### src/rtl/uart_monitor_ctrl.sv
`default_nettype none
// ============================================================================
// Module      : uart_monitor_ctrl
// Description : UART-driven memory monitor. Parses a 3-byte header
//               (addr hi, addr lo, op/count) then performs LOAD (serial ->
//               memory), DUMP (memory -> serial) or EXEC (start pulse).
//               LOAD/DUMP finish with an 8-bit additive checksum on TX.
// Revision    : 1.0 - initial release
// ============================================================================
module uart_monitor_ctrl #(
    parameter int ECHO           = 1,
    parameter int TIMEOUT_CYCLES = 12000000,
    parameter int TO_W           = 24
) (
    input  logic        clk,
    input  logic        rst_n,
    input  logic        received,
    input  logic [7:0]  rx_byte,
    input  logic        is_transmitting,
    output logic        transmit,
    output logic [7:0]  tx_byte,
    output logic [15:0] mem_addr,
    output logic [7:0]  mem_wdata,
    output logic        mem_we,
    output logic        mem_re,
    input  logic [7:0]  mem_rdata,
    output logic [15:0] exec_addr,
    output logic        exec_start,
    input  logic        exec_done,
    output logic        busy,
    output logic        timeout,
    output logic [3:0]  state_out
);

    localparam logic [3:0] S_IDLE      = 4'd0;
    localparam logic [3:0] S_ADDR_LO   = 4'd1;
    localparam logic [3:0] S_CMD       = 4'd2;
    localparam logic [3:0] S_DISPATCH  = 4'd3;
    localparam logic [3:0] S_LOAD      = 4'd4;
    localparam logic [3:0] S_DUMP_RD   = 4'd5;
    localparam logic [3:0] S_DUMP_TX   = 4'd6;
    localparam logic [3:0] S_GAP       = 4'd7;
    localparam logic [3:0] S_SUM       = 4'd8;
    localparam logic [3:0] S_EXEC      = 4'd9;
    localparam logic [3:0] S_EXEC_WAIT = 4'd10;

    localparam logic [TO_W-1:0] TO_LAST = TO_W'(TIMEOUT_CYCLES - 1);

    logic [3:0]      state;
    logic [3:0]      state_next;
    logic [15:0]     addr;
    logic [1:0]      op;
    logic [5:0]      cnt;
    logic [7:0]      sum;
    logic [7:0]      tx_hold;
    logic [7:0]      tx_data;
    logic            tx_prev;
    logic [TO_W-1:0] to_cnt;
    logic            timed_state;
    logic            to_expire;
    logic            tx_ok;

    // Only the header and LOAD phases wait on the remote side, so only they time out.
    assign timed_state = (state == S_ADDR_LO) || (state == S_CMD) || (state == S_LOAD);
    // A byte arriving on the expiry cycle takes priority over the abort.
    assign to_expire   = timed_state && !received && (to_cnt == TO_LAST);
    // Never issue back-to-back requests; the UART needs a cycle to raise busy.
    assign tx_ok       = !is_transmitting && !tx_prev;

    assign mem_addr  = addr;
    assign busy      = (state != S_IDLE);
    assign state_out = state;
    // The byte being requested is visible in the request cycle and held afterwards.
    assign tx_byte   = transmit ? tx_data : tx_hold;

    // State register.
    always_ff @(posedge clk or negedge rst_n) begin
        if (!rst_n) begin
            state <= S_IDLE;
        end else begin
            state <= state_next;
        end
    end

    // Next-state decode.
    always_comb begin
        state_next = state;
        case (state)
            S_IDLE: begin
                if (received) state_next = S_ADDR_LO;
            end
            S_ADDR_LO: begin
                if (received)       state_next = S_CMD;
                else if (to_expire) state_next = S_IDLE;
            end
            S_CMD: begin
                if (received)       state_next = S_DISPATCH;
                else if (to_expire) state_next = S_IDLE;
            end
            S_DISPATCH: begin
                case (op)
                    2'b00:   state_next = S_IDLE;
                    2'b01:   state_next = (cnt == 6'd0) ? S_SUM : S_LOAD;
                    2'b10:   state_next = (cnt == 6'd0) ? S_SUM : S_DUMP_RD;
                    default: state_next = S_EXEC;
                endcase
            end
            S_LOAD: begin
                if (received) begin
                    if (cnt == 6'd1) state_next = S_SUM;
                end else if (to_expire) begin
                    state_next = S_IDLE;
                end
            end
            S_DUMP_RD: begin
                if (!is_transmitting) state_next = S_DUMP_TX;
            end
            S_DUMP_TX: begin
                state_next = S_GAP;
            end
            S_GAP: begin
                state_next = (cnt != 6'd0) ? S_DUMP_RD : S_SUM;
            end
            S_SUM: begin
                if (tx_ok) state_next = S_IDLE;
            end
            S_EXEC: begin
                state_next = S_EXEC_WAIT;
            end
            S_EXEC_WAIT: begin
                if (exec_done) state_next = S_IDLE;
            end
            default: state_next = S_IDLE;
        endcase
    end

    // Single-cycle strobes and the TX data selection.
    always_comb begin
        transmit   = 1'b0;
        tx_data    = tx_hold;
        mem_we     = 1'b0;
        mem_wdata  = 8'h00;
        mem_re     = 1'b0;
        exec_start = 1'b0;
        timeout    = to_expire;
        case (state)
            S_IDLE, S_ADDR_LO, S_CMD: begin
                if ((ECHO != 0) && received && tx_ok) begin
                    transmit = 1'b1;
                    tx_data  = rx_byte;
                end
            end
            S_LOAD: begin
                if (received) begin
                    mem_we    = 1'b1;
                    mem_wdata = rx_byte;
                end
            end
            S_DUMP_RD: begin
                mem_re = !is_transmitting;
            end
            S_DUMP_TX: begin
                transmit = 1'b1;
                tx_data  = mem_rdata;
            end
            S_SUM: begin
                if (tx_ok) begin
                    transmit = 1'b1;
                    tx_data  = sum;
                end
            end
            S_EXEC: begin
                exec_start = 1'b1;
            end
            default: ;
        endcase
    end

    // Header capture, address/count/checksum bookkeeping and TX hold register.
    always_ff @(posedge clk or negedge rst_n) begin
        if (!rst_n) begin
            addr      <= 16'h0000;
            op        <= 2'b00;
            cnt       <= 6'd0;
            sum       <= 8'h00;
            tx_hold   <= 8'h00;
            tx_prev   <= 1'b0;
            exec_addr <= 16'h0000;
        end else begin
            tx_prev <= transmit;
            if (transmit) tx_hold <= tx_data;
            case (state)
                S_IDLE: begin
                    if (received) addr[15:8] <= rx_byte;
                end
                S_ADDR_LO: begin
                    if (received) addr[7:0] <= rx_byte;
                end
                S_CMD: begin
                    if (received) begin
                        op  <= rx_byte[7:6];
                        cnt <= rx_byte[5:0];
                        sum <= 8'h00;
                    end
                end
                S_LOAD: begin
                    if (received) begin
                        sum  <= sum + rx_byte;
                        addr <= addr + 16'd1;
                        cnt  <= cnt - 6'd1;
                    end
                end
                S_DUMP_TX: begin
                    sum  <= sum + mem_rdata;
                    addr <= addr + 16'd1;
                    cnt  <= cnt - 6'd1;
                end
                S_EXEC: begin
                    exec_addr <= addr;
                end
                default: ;
            endcase
        end
    end

    // Receive-inactivity counter; restarts on any byte or state change.
    always_ff @(posedge clk or negedge rst_n) begin
        if (!rst_n) begin
            to_cnt <= '0;
        end else if (received || (state_next != state) || !timed_state) begin
            to_cnt <= '0;
        end else begin
            to_cnt <= to_cnt + 1'b1;
        end
    end

endmodule
`default_nettype wire

### config.mk
export PLATFORM = sky130hd
export DESIGN_NAME = uart_monitor_ctrl
export DESIGN_NICKNAME = d
export VERILOG_FILES = /design/src/rtl/uart_monitor_ctrl.sv
export SDC_FILE = /design/constraint.sdc
export NUM_CORES = 1
export LEC_CHECK = 0
export BUFFER_PORTS_ARGS = -buffer_cell sky130_fd_sc_hd__buf_2
export CAP_MARGIN = 20
export CORE_AREA = 2 2 102 104
export DETAILED_ROUTE_END_ITERATION = 12
export DIE_AREA = 0 0 104 106
export PLACE_DENSITY = 0.84
export SLEW_MARGIN = 20
export SYNTH_ARGS = -nofsm -noshare
export SYNTH_HDL_FRONTEND = slang
export SYNTH_SLANG_ARGS = --single-unit
### constraint.sdc
create_clock -name clk -period 3.07 [get_ports clk]
set_input_delay 0.4605 -clock clk [delete_from_list [all_inputs] [get_ports clk]]
set_output_delay 0.4605 -clock clk [all_outputs]
set_load 0.02 [all_outputs]
## Yosys cells after proc, flatten, opt, wreduce, memory -nomap -nowiden

Index checks and enable logic that the tools add are counted.
Widths: inputs -> output; s select.

- Register bits: 85
- Bits in latches: 0
- Bits in writable memories: 0
- Bits in read-only memories: 0
- Input bits: 21
- Output and inout port bits: 58
- Logic and storage cells: 97
- Memories kept: 0

- Add/subtract/negate cells: 5
- Multiply operators: 0
- Divide/modulo/power cells: 0
- $lt $le $gt $ge: 0
- Equality and inequality tests: 19
- Shifts and indexed selects: 0
- Mux-type cells: 38
- Bitwise gates (word level): 0
- Reductions and logical operators: 25

Operators by type and width:

| cell | number |
|---|---|
| $pmux 8 s3 | 4 |
| $mux 8 | 8 |
| $mux 4 | 12 |
| $pmux 4 s11 | 1 |
| $add 24x1->24 const B | 1 |
| $eq 24x24->1 const B | 1 |
| $mux 24 | 1 |
| $pmux 6 s3 | 1 |
| $add 16x1->16 const B | 1 |
| $add 8x8->8 | 2 |
| $eq 4x3->1 const B | 4 |
| $mux 16 | 1 |
| $eq 4x4->1 const B | 3 |
| $mux 6 | 2 |
| $pmux 4 s3 | 1 |
| $reduce_and 3->1 | 3 |
| $reduce_bool 3->1 | 3 |
| $eq 4x2->1 const B | 2 |
| $ne 2x2->1 const B | 4 |
| $eq 6x1->1 const B | 1 |
| $logic_not 6->1 | 1 |
| $mux 1 | 6 |
| $reduce_bool 6->1 | 1 |
| $sub 6x1->6 const B | 1 |
| other kinds (13) | 22 |

## Depth between registers and ports, before layout

- Word-level depth: 12
- Gate-level depth with buffers: 14
- Gate-level depth less buffers: 12

## Least setup slack after synthesis

OpenSTA, ideal clock, no wires.

- Path type: flip-flop to flip-flop
- From: reg state[3], in the netlist state_out[3]
- To: reg sum[6]
- Setup time: 0.122 ns
- Arrival: 3.261 ns
- Required time: 2.948 ns
- Path slack: -0.312 ns
- Cell stages (with the launch flop): 15
- Buffers on the path: 2
- Clock period less this slack: 3.382 ns
- Cell sequence: dfrtp_1 -> clkbuf_1 -> nand2b_1 -> nor2_2 -> clkbuf_1 -> mux2_2 -> ha_1 -> inv_1 -> fa_1 -> nor2b_1 -> o21ai_0 -> a21boi_0 -> o21a_1 -> or3_1 -> a32o_1

- Longest elaborated chain between the ends: 3
- Elaborated cells between the ends (all ways): 8
- Classes of those cells: 5 x eq/ne; 1 x mux; 2 x reduce/logical

Ends and longest elaborated chain:

| element | RTL line | RTL |
|---|---|---|
| start: declaration | 49 | `logic [3:0] state;` |
| start signal: assignment | 81 | `state <= state_next;` |
| $eq 4x2->1 / $eq 4x3->1 (equally long branches) | 192 | `case (state)` |
| $ne 2x2->1 (no line) / $reduce_bool 3->1 (equally long branches) | -- |  |
| $reduce_and 3->1 (no line) | -- |  |
| end signal: assignment | 208 | `sum <= sum + rx_byte;` |
| end signal: assignment | 214 | `sum <= sum + mem_rdata;` |
| end: declaration | 54 | `logic [7:0] sum;` |

Several ways; a longest one is shown, not always the timed one.
A chain may end at the register's enable or synchronous reset.

## Worst setup path in the final report

Ends and elaborated chain as after synthesis.

==> impl_results.md <==
* Diode count at 0
* HPWL Detailed at 8.86 mm
* RR Startpoint: state_out[3]
* CTS tree: yes
* Crit path max fanout at 10
* Crit path max-delay family: simple AND/OR/NAND/NOR gates
* Switching power at between 2 and 2.5 mW
* Vias per inst at about 6
* Share of cells above drive strength 1 at 0.240
* Most common cell in the synthesized netlist: dfrtp_1
* Die Span Y at around 110 µm
* Synth warn at 0
* Post-route cell area at approximately 0.0056 mm²
* Seq pwr share at 0.352
* # setup viols final at 0
* IO Count at ~80
* Post-synth ARST share at 1.00
* Overflow after GRT at 0
* EDFF count, synth at 0
* DR iter-0 viols at about 360
* Worst vdd ir at slightly below 0.5 mV
* Port buffer count at just under 80
* Die Width at ~100 µm
* Outcome: finished clean
* RSZ-0062 raised after global routing: yes
* Gate power share at 0.497
* Worst slew pin tran at 687 ps
* Worst-case reg-to-reg path depth at 12
* Initial core utilization at 0.481
* Critical Path AT at roughly 3200 ps
* Setup TNS at 0 ps
* Final wirelength at approximately 12 mm
* Share of the synthesized area in the top cell type at 0.442
* Initial antenna violation count at 0
* Post-CTS Setup Bufs at 0
* Cell Int Power at between 2 and 3 mW
* Nature of the critical path startpoint: register
* Post-Place Worst Slack at 128 ps
* Die ar. at between 0.01 and 0.015 mm²
* Post-synthesis net count at about 550
* Top cells by count, synth: dfrtp_1, nor2_1, nand2_1
* Post-DR wirelength/cell at about 17 µm
* Pwr per Cell Area at about 920 mW/mm²
* Gates resized, CTS repair at 0
* Total number of vias at around 4400
* Final Slew Violations at 0
* Synth cell types at just over 60
* Clk_skew at 13.5 ps
* All-layer global routing usage at 0.218
* CTS Buf Count at 9
* Pin count of the biggest net entering global routing at between 40 and 50
* Initial DRT Pass Iterations at 5
* Synthesis-stage register bit count at between 80 and 90
* Core area at ~0.010 mm²
* Max-Cap Viols at 0
* Vias in the first global route at around 4300
* Nets at roughly 630
* Mapped Cells at between 500 and 600
* Worst EP required at about 3300 ps
* Setup slack after layout at 129 ps
* Reg2reg setup slack at approximately 130 ps
* Cell breakdown of the critical path: nand2b_2 -> nor2_4 -> mux2_2 -> ha_1 -> inv_1 -> fa_1 -> nor2b_1 -> o21ai_1 -> a21boi_1 -> o21a_1 -> or3_1 -> a32o_1
* Clock transition at the registers of the reported paths at around 100 ps
* Clock share of power at 0.151
* Slew HR at 0.541
* Synth Flop Type: dfrtp_1
* Area contributors post-synth: dfrtp_1, mux2_2, nor2_1
* R2R Path End: sum[6]
* CP Capture Type: register
* Fillcell total at 936
* Placed insts at between 700 and 800
* Fin. Hold Viols at 0
* Mapped Area at roughly 0.0048 mm²
* Cts hold-fix bufs at 0
* Max H-tree Level at 3
* Leak at approximately 2.5 nW
* # rows at 37
* Crit path time final at ~3000 ps
* CTS Sinks at 85
* First-pass GRT wire length at between 15 and 20 mm
* Clk_lat worst skew at 360 ps
* Final Cycle Share at 0.958
* Syn-to-layout area delta at 16.1%
* Critical path's slowest cell: dfrtp_2
* Placed inst area at approximately 0.0054 mm²
* Clock root buffer: clkbuf_8
* CP bufs+invs at 1
* Routed Antenna Nets at 0
* FMAX at ~0.34 GHz
* DRC at 0
* Crit Path Class: register to register
* Syn_area_per_cell at ~9.3 µm²
* Non-filler cells, final at 739
* Hold Crit Class: input port to async pin
* GPL Wtd Cong at roughly 0.9
* CTS Buffer Depth at 2
* CP peak stage delay at 480 ps
* Register area share after synthesis at 0.442
* Area leader, netlist: dfrtp_1
* Sw Ratio at 0.465
cell usage in the layout (no fill, tap or decap), types with 4 or more instances in the layout:
| cell | instances |
|---|---|
| nand2b_1 | 5 |
| and2_1 | 10 |
| buf_2 | 77 |
| nor3_1 | 8 |
| nand2_1 | 56 |
| o22a_1 | 8 |
| o22ai_1 | 7 |
| nand4_1 | 7 |
| xnor2_1 | 18 |
| inv_1 | 22 |
| mux2_2 | 24 |
| clkbuf_8 | 10 |
| a222oi_1 | 7 |
| o31ai_1 | 5 |
| mux2i_1 | 4 |
| nand3_1 | 20 |
| ha_1 | 12 |
| a31oi_1 | 6 |
| o211ai_1 | 4 |
| a21oi_1 | 30 |
| xor2_1 | 8 |
| buf_4 | 14 |
| dfrtp_1 | 83 |
| o21ai_0 | 24 |
| nor2_1 | 62 |
worst reg2reg max path, stage by stage (launching register included):
cell	delay, ps
dfrtp_2	480
nand2b_2	260
nor2_4	200
mux2_2	370
ha_1	190
inv_1	70
fa_1	180
nor2b_1	70
o21ai_1	170
a21boi_1	110
o21a_1	180
or3_1	300
a32o_1	250
worst max-delay path by stage:
stage,cells past startpoint,startpoint,slack [ps],endpoint
after floorplan,14,state_out[0],20,sum[6]
after global placement,12,state_out[3],250,sum[6]
after detailed placement,12,state_out[3],130,sum[6]
after CTS,12,state_out[3],100,sum[6]
after global routing,12,state_out[3],-50,sum[6]
final,12,state_out[3],130,sum[6]
power by group through the flow:
stage	clock network (mW)	registers (mW)	logic, mW
floorplan	0	2.01	1.59
global placement	0	1.80	2.46
detailed placement	0	1.83	2.54
CTS	0.792	1.80	2.55
global route	0.837	1.86	2.80
finish	0.777	1.81	2.56
cells by family (layout without fill, tap and decap cells):
family | Yosys count | after routing | share of synthesized area
adders and majority gates | 13 | 13 | 0.0354
buffers and inverters | 44 | 129 | 0.0372
AOI/OAI and AO/OA | 122 | 122 | 0.171
DFF | 85 | 85 | 0.442
xor gates and xnor gates | 26 | 26 | 0.0473
muxes | 28 | 28 | 0.0645
and+or+nand+nor | 200 | 200 | 0.203
layout make-up:
| class | instances | area (µm²) | share of cell area |
|---|---|---|---|
| multi-input cells | 389 | 2520 | 0.452 |
| flip-flops and latches | 85 | 2130 | 0.381 |
| repair buffers | 91 | 490 | 0.0878 |
| well taps | 136 | 170 | 0.0305 |
| clock buffers | 10 | 138 | 0.0246 |
| inverters | 22 | 82.6 | 0.0148 |
| clock inverters | 6 | 53.8 | 0.00963 |
flip-flops by register name (all words and copies together) (netlist names):
name and cells:
tx_prev 1, op 2, tx_hold 8, cnt 6
exec_addr 16, state_out 4, sum 8, to_cnt 24
mem_addr 16
routing by layer:
| metal | vias to the layer above | routed length, µm | track usage |
|---|---|---|---|
| li1 | 2022 | - | - |
| met1 | 2126 | 5150 | 0.277 |
| met2 | 185 | 5910 | 0.366 |
| met3 | 42 | 735 | 0.0307 |
| met4 | 0 | 427 | 0.107 |
| met5 | - | 0 | 0 |
per-stage QoR:
stage	utilization	power [mW]	hold slack, ps
4_1_cts	0.558	5.15	100
3_3_place_gp	0.539	4.26	454
2_1_floorplan	-	3.60	165
6_report	0.559	5.15	89.5
3_5_place_dp	0.539	4.37	462
5_1_grt	0.559	5.49	122
(Power assumes the default switching activity.)
